File: src/rtl/mem_access_if.sv
// Bundle of the EX/MEM request, data-memory and MEM/WB result signals
// around mem_access_unit; slave is the unit's view, master the environment's.
interface mem_access_if #(
    parameter int DATA_W = 32
);
    logic              in_valid;
    logic              in_ready;
    logic              in_read;
    logic              in_write;
    logic [DATA_W-1:0] in_addr;
    logic [DATA_W-1:0] in_wdata;
    logic [4:0]        in_dest;
    logic              in_wb_en;

    logic [DATA_W-1:0] mem_address;
    logic [DATA_W-1:0] mem_wdata;
    logic              mem_read;
    logic              mem_write;
    logic [DATA_W-1:0] mem_rdata;

    logic              out_valid;
    logic [DATA_W-1:0] out_data;
    logic [4:0]        out_dest;
    logic              out_wb_en;
    logic              out_misaligned;

    modport slave (
        input  in_valid, in_read, in_write, in_addr, in_wdata, in_dest, in_wb_en,
        input  mem_rdata,
        output in_ready,
        output mem_address, mem_wdata, mem_read, mem_write,
        output out_valid, out_data, out_dest, out_wb_en, out_misaligned
    );

    modport master (
        output in_valid, in_read, in_write, in_addr, in_wdata, in_dest, in_wb_en,
        output mem_rdata,
        input  in_ready,
        input  mem_address, mem_wdata, mem_read, mem_write,
        input  out_valid, out_data, out_dest, out_wb_en, out_misaligned
    );
endinterface

File: src/rtl/mem_access_unit.sv
// Memory-stage access controller: holds read/write strobes for LATENCY cycles
// and retires loads, stores and ALU pass-through ops. Optional: MEM_ALIGN_CHECK_EN.
module mem_access_unit #(
    parameter int DATA_W    = 32,
    parameter int MEM_WORDS = 2048,
    parameter int LATENCY   = 2
) (
    input logic         clk,
    input logic         rst,
    mem_access_if.slave bus
);
    localparam int CNT_W = (LATENCY > 1) ? $clog2(LATENCY) : 1;

    typedef enum logic {IDLE, ACCESS} state_t;

    state_t            r_state;
    logic [CNT_W-1:0]  r_cnt;
    logic [4:0]        r_dest;
    logic              r_wb_en;
    logic              r_is_store;

    logic [DATA_W-1:0] r_mem_address;
    logic [DATA_W-1:0] r_mem_wdata;
    logic              r_mem_read;
    logic              r_mem_write;
    logic              r_out_valid;
    logic [DATA_W-1:0] r_out_data;
    logic [4:0]        r_out_dest;
    logic              r_out_wb_en;
    logic              r_out_misaligned;

    logic              w_accept;
    logic              w_mem_op;
    logic              w_misaligned;
    logic [DATA_W-1:0] w_word_idx;

    assign w_accept   = bus.in_valid && (r_state == IDLE);
    assign w_mem_op   = bus.in_read || bus.in_write;
    // Byte address to word index; indices beyond the memory wrap around.
    assign w_word_idx = (bus.in_addr >> 2) & DATA_W'(MEM_WORDS - 1);

`ifdef MEM_ALIGN_CHECK_EN
    assign w_misaligned = w_mem_op && (bus.in_addr[1:0] != 2'b00);
`else
    assign w_misaligned = 1'b0;
`endif

    always_ff @(posedge clk) begin
        if (rst) begin
            r_state          <= IDLE;
            r_cnt            <= '0;
            r_mem_address    <= '0;
            r_mem_wdata      <= '0;
            r_mem_read       <= 1'b0;
            r_mem_write      <= 1'b0;
            r_out_valid      <= 1'b0;
            r_out_data       <= '0;
            r_out_dest       <= '0;
            r_out_wb_en      <= 1'b0;
            r_out_misaligned <= 1'b0;
        end else begin
            r_out_valid <= 1'b0;
            case (r_state)
                IDLE: begin
                    if (w_accept) begin
                        // Pass-through and rejected misaligned ops retire without touching memory.
                        if (!w_mem_op || w_misaligned) begin
                            r_out_valid      <= 1'b1;
                            r_out_data       <= bus.in_addr;
                            r_out_dest       <= bus.in_dest;
                            r_out_wb_en      <= bus.in_wb_en & ~w_misaligned;
                            r_out_misaligned <= w_misaligned;
                        end else begin
                            r_dest        <= bus.in_dest;
                            r_wb_en       <= bus.in_wb_en;
                            r_is_store    <= bus.in_write;
                            r_mem_address <= w_word_idx;
                            r_mem_wdata   <= bus.in_wdata;
                            r_mem_write   <= bus.in_write;
                            r_mem_read    <= ~bus.in_write;
                            r_cnt         <= CNT_W'(LATENCY - 1);
                            r_state       <= ACCESS;
                        end
                    end
                end
                ACCESS: begin
                    if (r_cnt != '0) begin
                        r_cnt <= r_cnt - 1'b1;
                    end else begin
                        r_mem_read       <= 1'b0;
                        r_mem_write      <= 1'b0;
                        r_out_valid      <= 1'b1;
                        r_out_data       <= r_is_store ? '0 : bus.mem_rdata;
                        r_out_dest       <= r_dest;
                        r_out_wb_en      <= r_is_store ? 1'b0 : r_wb_en;
                        r_out_misaligned <= 1'b0;
                        r_state          <= IDLE;
                    end
                end
                default: r_state <= IDLE;
            endcase
        end
    end

    assign bus.in_ready       = (r_state == IDLE);
    assign bus.mem_address    = r_mem_address;
    assign bus.mem_wdata      = r_mem_wdata;
    assign bus.mem_read       = r_mem_read;
    assign bus.mem_write      = r_mem_write;
    assign bus.out_valid      = r_out_valid;
    assign bus.out_data       = r_out_data;
    assign bus.out_dest       = r_out_dest;
    assign bus.out_wb_en      = r_out_wb_en;
    assign bus.out_misaligned = r_out_misaligned;
endmodule

File: src/flat_wrapper.sv
// flat-port wrapper written by rule: the top's interface ports become plain ports
module mem_access_unit_flat 
#(
    parameter int DATA_W    = 32,
    parameter int MEM_WORDS = 2048,
    parameter int LATENCY   = 2
)
  (clk, rst, bus_in_valid, bus_in_read, bus_in_write, bus_in_addr, bus_in_wdata, bus_in_dest, bus_in_wb_en, bus_mem_rdata, bus_in_ready, bus_mem_address, bus_mem_wdata, bus_mem_read, bus_mem_write, bus_out_valid, bus_out_data, bus_out_dest, bus_out_wb_en, bus_out_misaligned);
  mem_access_if #(.DATA_W(DATA_W)) bus_i ();
  input logic clk;
  input logic rst;
  input wire logic [$bits(bus_i.in_valid)-1:0] bus_in_valid;
  input wire logic [$bits(bus_i.in_read)-1:0] bus_in_read;
  input wire logic [$bits(bus_i.in_write)-1:0] bus_in_write;
  input wire logic [$bits(bus_i.in_addr)-1:0] bus_in_addr;
  input wire logic [$bits(bus_i.in_wdata)-1:0] bus_in_wdata;
  input wire logic [$bits(bus_i.in_dest)-1:0] bus_in_dest;
  input wire logic [$bits(bus_i.in_wb_en)-1:0] bus_in_wb_en;
  input wire logic [$bits(bus_i.mem_rdata)-1:0] bus_mem_rdata;
  output wire logic [$bits(bus_i.in_ready)-1:0] bus_in_ready;
  output wire logic [$bits(bus_i.mem_address)-1:0] bus_mem_address;
  output wire logic [$bits(bus_i.mem_wdata)-1:0] bus_mem_wdata;
  output wire logic [$bits(bus_i.mem_read)-1:0] bus_mem_read;
  output wire logic [$bits(bus_i.mem_write)-1:0] bus_mem_write;
  output wire logic [$bits(bus_i.out_valid)-1:0] bus_out_valid;
  output wire logic [$bits(bus_i.out_data)-1:0] bus_out_data;
  output wire logic [$bits(bus_i.out_dest)-1:0] bus_out_dest;
  output wire logic [$bits(bus_i.out_wb_en)-1:0] bus_out_wb_en;
  output wire logic [$bits(bus_i.out_misaligned)-1:0] bus_out_misaligned;
  assign bus_i.in_valid = bus_in_valid;
  assign bus_i.in_read = bus_in_read;
  assign bus_i.in_write = bus_in_write;
  assign bus_i.in_addr = bus_in_addr;
  assign bus_i.in_wdata = bus_in_wdata;
  assign bus_i.in_dest = bus_in_dest;
  assign bus_i.in_wb_en = bus_in_wb_en;
  assign bus_i.mem_rdata = bus_mem_rdata;
  assign bus_in_ready = bus_i.in_ready;
  assign bus_mem_address = bus_i.mem_address;
  assign bus_mem_wdata = bus_i.mem_wdata;
  assign bus_mem_read = bus_i.mem_read;
  assign bus_mem_write = bus_i.mem_write;
  assign bus_out_valid = bus_i.out_valid;
  assign bus_out_data = bus_i.out_data;
  assign bus_out_dest = bus_i.out_dest;
  assign bus_out_wb_en = bus_i.out_wb_en;
  assign bus_out_misaligned = bus_i.out_misaligned;
  mem_access_unit #(.DATA_W(DATA_W), .MEM_WORDS(MEM_WORDS), .LATENCY(LATENCY)) u_core (.clk(clk), .rst(rst), .bus(bus_i));
endmodule
File: config.mk
export PLATFORM = sky130hd
export DESIGN_NAME = mem_access_unit_flat
export DESIGN_NICKNAME = d
export VERILOG_FILES = /design/src/rtl/mem_access_if.sv /design/src/rtl/mem_access_unit.sv /design/src/flat_wrapper.sv
export SDC_FILE = /design/constraint.sdc
export NUM_CORES = 1
export LEC_CHECK = 0
export ABC_AREA = 1
export CORE_ASPECT_RATIO = 0.9
export CORE_MARGIN = 2
export CORE_UTILIZATION = 40
export DETAILED_ROUTE_END_ITERATION = 16
export GPL_ROUTABILITY_DRIVEN = 0
export PLACE_DENSITY_LB_ADDON = 0.1
export SLEW_MARGIN = 20
export SYNTH_ARGS = -nofsm -noshare
export SYNTH_HDL_FRONTEND = slang
export SYNTH_SLANG_ARGS = --single-unit
File: constraint.sdc
create_clock -name clk -period 1.6 [get_ports clk]
set_clock_uncertainty 0.05 [all_clocks]
set_input_delay 0.32 -clock clk [delete_from_list [all_inputs] [get_ports clk]]
set_output_delay 0.32 -clock clk [all_outputs]
set_load 0.05 [all_outputs]
==> metrics <==
cell internal pwr=4.68 mW; root buffer cell=clkbuf_16; top cell type's share of synthesized area=40.5%; reg2reg end=u_core.bus.out_data[1]; nets=911; Reg power frac=37.9%; cells after synthesis=617; XOR/XNOR share of the synthesized area=0%; synth top area cells=dfxtp_1 (40%), nor2_1 (14%), nand2_1 (11%); Worst setup EP type=primary output; Synth async-reset ratio=0%; Bufs on Longest Clock Path=2; Max IR drop VDD=0.000725 V; Net Sw Frac=34.2%; minimum hold slack=431 ps; clock share of power=29.8%; final WL=12,400 um; most frequent cell after synthesis=nor2_1; Clk Latency, worst-skew pair=330 ps; total die area=11,500 um2; CP startpoint=u_core.r_state; FMAX=0.654 GHz; CP arrival=1160 ps; crit path launch type=flop; Synth-to-Final Area Change=57.2%; share of total power in combinational logic=32.2%; Inst Count DP=922; Initial Util=41.3%; Hold Crit Class=flop to flop; fin cells=938; Vias per Instance=4.64; worst setup path class=flop to primary output; Die W=113 um; Post-synth EDFFs=7; sw power=2.43 mW; TNS Setup=0 ps; main combinational cell family by area after synthesis=simple AND/OR/NAND/NOR gates; outcome=complete, no violations; Chip Height=102 um; leakage power=3.22 nW; Reg clk slew, reported paths=70 ps; Initial DRT Pass Iterations=4; synthesized area=4260 um2; row count=35; GRT overflow=0; pin count of the biggest net entering global routing=46; post-synthesis simple-gate area fraction=35.1%; synth warn=0; Fin. Hold Viols=0; flops & latches, synth=93; syn_area_per_cell=6.90 um2; core area=10,300 um2; final setup violating endpoints=0; routed len/inst=13.2 um; min-delay src=u_core.bus.mem_address[9]; sequential share of the synthesized area=45.4%; total CTS buffers=9; I/O Buffers=191; Setup crit end=bus_in_ready; layout cell share with drive strength beyond 1=16.7%; initial antenna violation count=0; Slew Viols, Final=0; r2r setup slk=240 ps; R2R depth=6; reg2reg start=u_core.r_state; adder-cell share of the synthesized area=0%; Yosys top cell by area=dfxtp_1; DP Area=6390 um2; gr usage total=21.6%; most frequent cells after synthesis=nor2_1 (164), nand2_1 (123), dfxtp_1 (86); DRC viols=0; Final Critical Period=1530 ps; top-level I/O count=214; Resize count post-CTS=1; Post-DRT Antenna Nets=0; via count=4,351; CTS tree=built; RSZ-0062 raised after global routing=false; fin crit share=95.6%; WP data required=1230 ps; Critical Path Fanout Max=11; post-detail-place hpwl=9000 um; Synth Area in Compound Gates=5.76%; CTS Sinks=93; ANT cells=0; maxcap violations=0; # hold bufs at CTS=0; cell area after layout=6690 um2; Setup Fix Bufs, Post-CTS=0; power per cell area=1060 nW/um2; post-synthesis mux area share=0%; first-pass GRT wire length=19,700 um; post-synthesis cell type count=21; vias in the first global route=4,049; post-layout util=65.0%; First DRT Iteration DRCs=236; Synth Flop Type=dfxtp_1; H-Tree Depth=3
per-layer routing:
layer  track usage (%)  routed length (um)  vias up
met4              7.69                 203        0
met1              26.7                5390     1933
met2              36.2                5910      162
met3              6.29                 870       14
li1                  -                   -     2242
met5                 0                   0        -
state kept, by name (all words and copies together) (netlist names), 5 cells and up:
signal,flops
u_core.r_dest,5
u_core.bus.out_dest,5
u_core.bus.mem_address,11
u_core.bus.mem_wdata,32
u_core.bus.out_data,32
power by group through the flow:
stage | Combinational (mW) | Sequential, mW | Clock [mW]
after global placement | 2.27 | 2.74 | 0
after floorplan | 0.761 | 3.37 | 0
after global routing | 2.45 | 2.72 | 2.28
final | 2.29 | 2.69 | 2.12
after CTS | 2.31 | 2.70 | 2.19
after detailed placement | 2.30 | 2.75 | 0
logic make-up (layout without fill, tap and decap cells):
kind of cell / Yosys count / in the layout
buffers and inverters: 110 / 281
and+or+nand+nor: 365 / 365
DFF: 93 / 93
AOI/OAI and AO/OA: 48 / 48
other: 1 / 22
area by class of cell:
cell class | count | area [um2]
multi-input cells | 435 | 1820
well taps | 129 | 161
clock buffers | 11 | 233
inverters | 47 | 179
flip-flops and latches | 93 | 1930
clock inverters | 5 | 60.1
fillers | 896 | 3600
repair buffers | 218 | 2300
how the worst min path moves through the flow:
| stage | endpoint | slack, ps | depth (start not counted) |
|---|---|---|---|
| after CTS | u_core.bus.mem_address[9] | 440 | 2 |
| after floorplan | u_core.bus.mem_write | 340 | 1 |
| after detailed placement | u_core.bus.mem_address[9] | 420 | 2 |
| after global placement | u_core.bus.mem_wdata[28] | 420 | 2 |
| after global routing | u_core.bus.mem_wdata[31] | 460 | 2 |
| final | u_core.bus.mem_address[9] | 430 | 2 |
worst max-delay path: stages, from the launching register on:
cell     delay (ps)
dfxtp_2         480
inv_4           130
buf_4           210
placed cells by master, fill, tap and decap left out:
| master | n |
|---|---|
| nor2_1 | 164 |
| clkdlybuf4s50_1 | 106 |
| buf_12 | 32 |
| bufinv_16 | 1 |
| conb_1 | 22 |
| a21oi_1 | 1 |
| dfxtp_1 | 85 |
| nand2_4 | 1 |
| clkinvlp_4 | 1 |
| nand4_1 | 1 |
| inv_6 | 1 |
| clkbuf_16 | 9 |
| inv_1 | 44 |
| nand2_1 | 123 |
| dfxtp_2 | 1 |
| edfxtp_1 | 7 |
| nor2_8 | 1 |
| buf_4 | 80 |
| nand3_1 | 72 |
| o21ai_0 | 43 |
| clkinv_2 | 1 |
| nand2_2 | 3 |
| o31ai_1 | 2 |
| clkbuf_1 | 2 |
| inv_2 | 2 |
| inv_4 | 1 |
| o21ai_1 | 2 |
| clkinv_4 | 1 |
through the flow:
step | worst slack [ps] | power, mW
detailed placement | -158 | 5.04
finish | 70.4 | 7.10
CTS | 33.9 | 7.19
floorplan | 243 | 4.13
global placement | -135 | 5.01
global route | 7.97 | 7.45
Note: power is estimated with default switching activity, not from simulation.
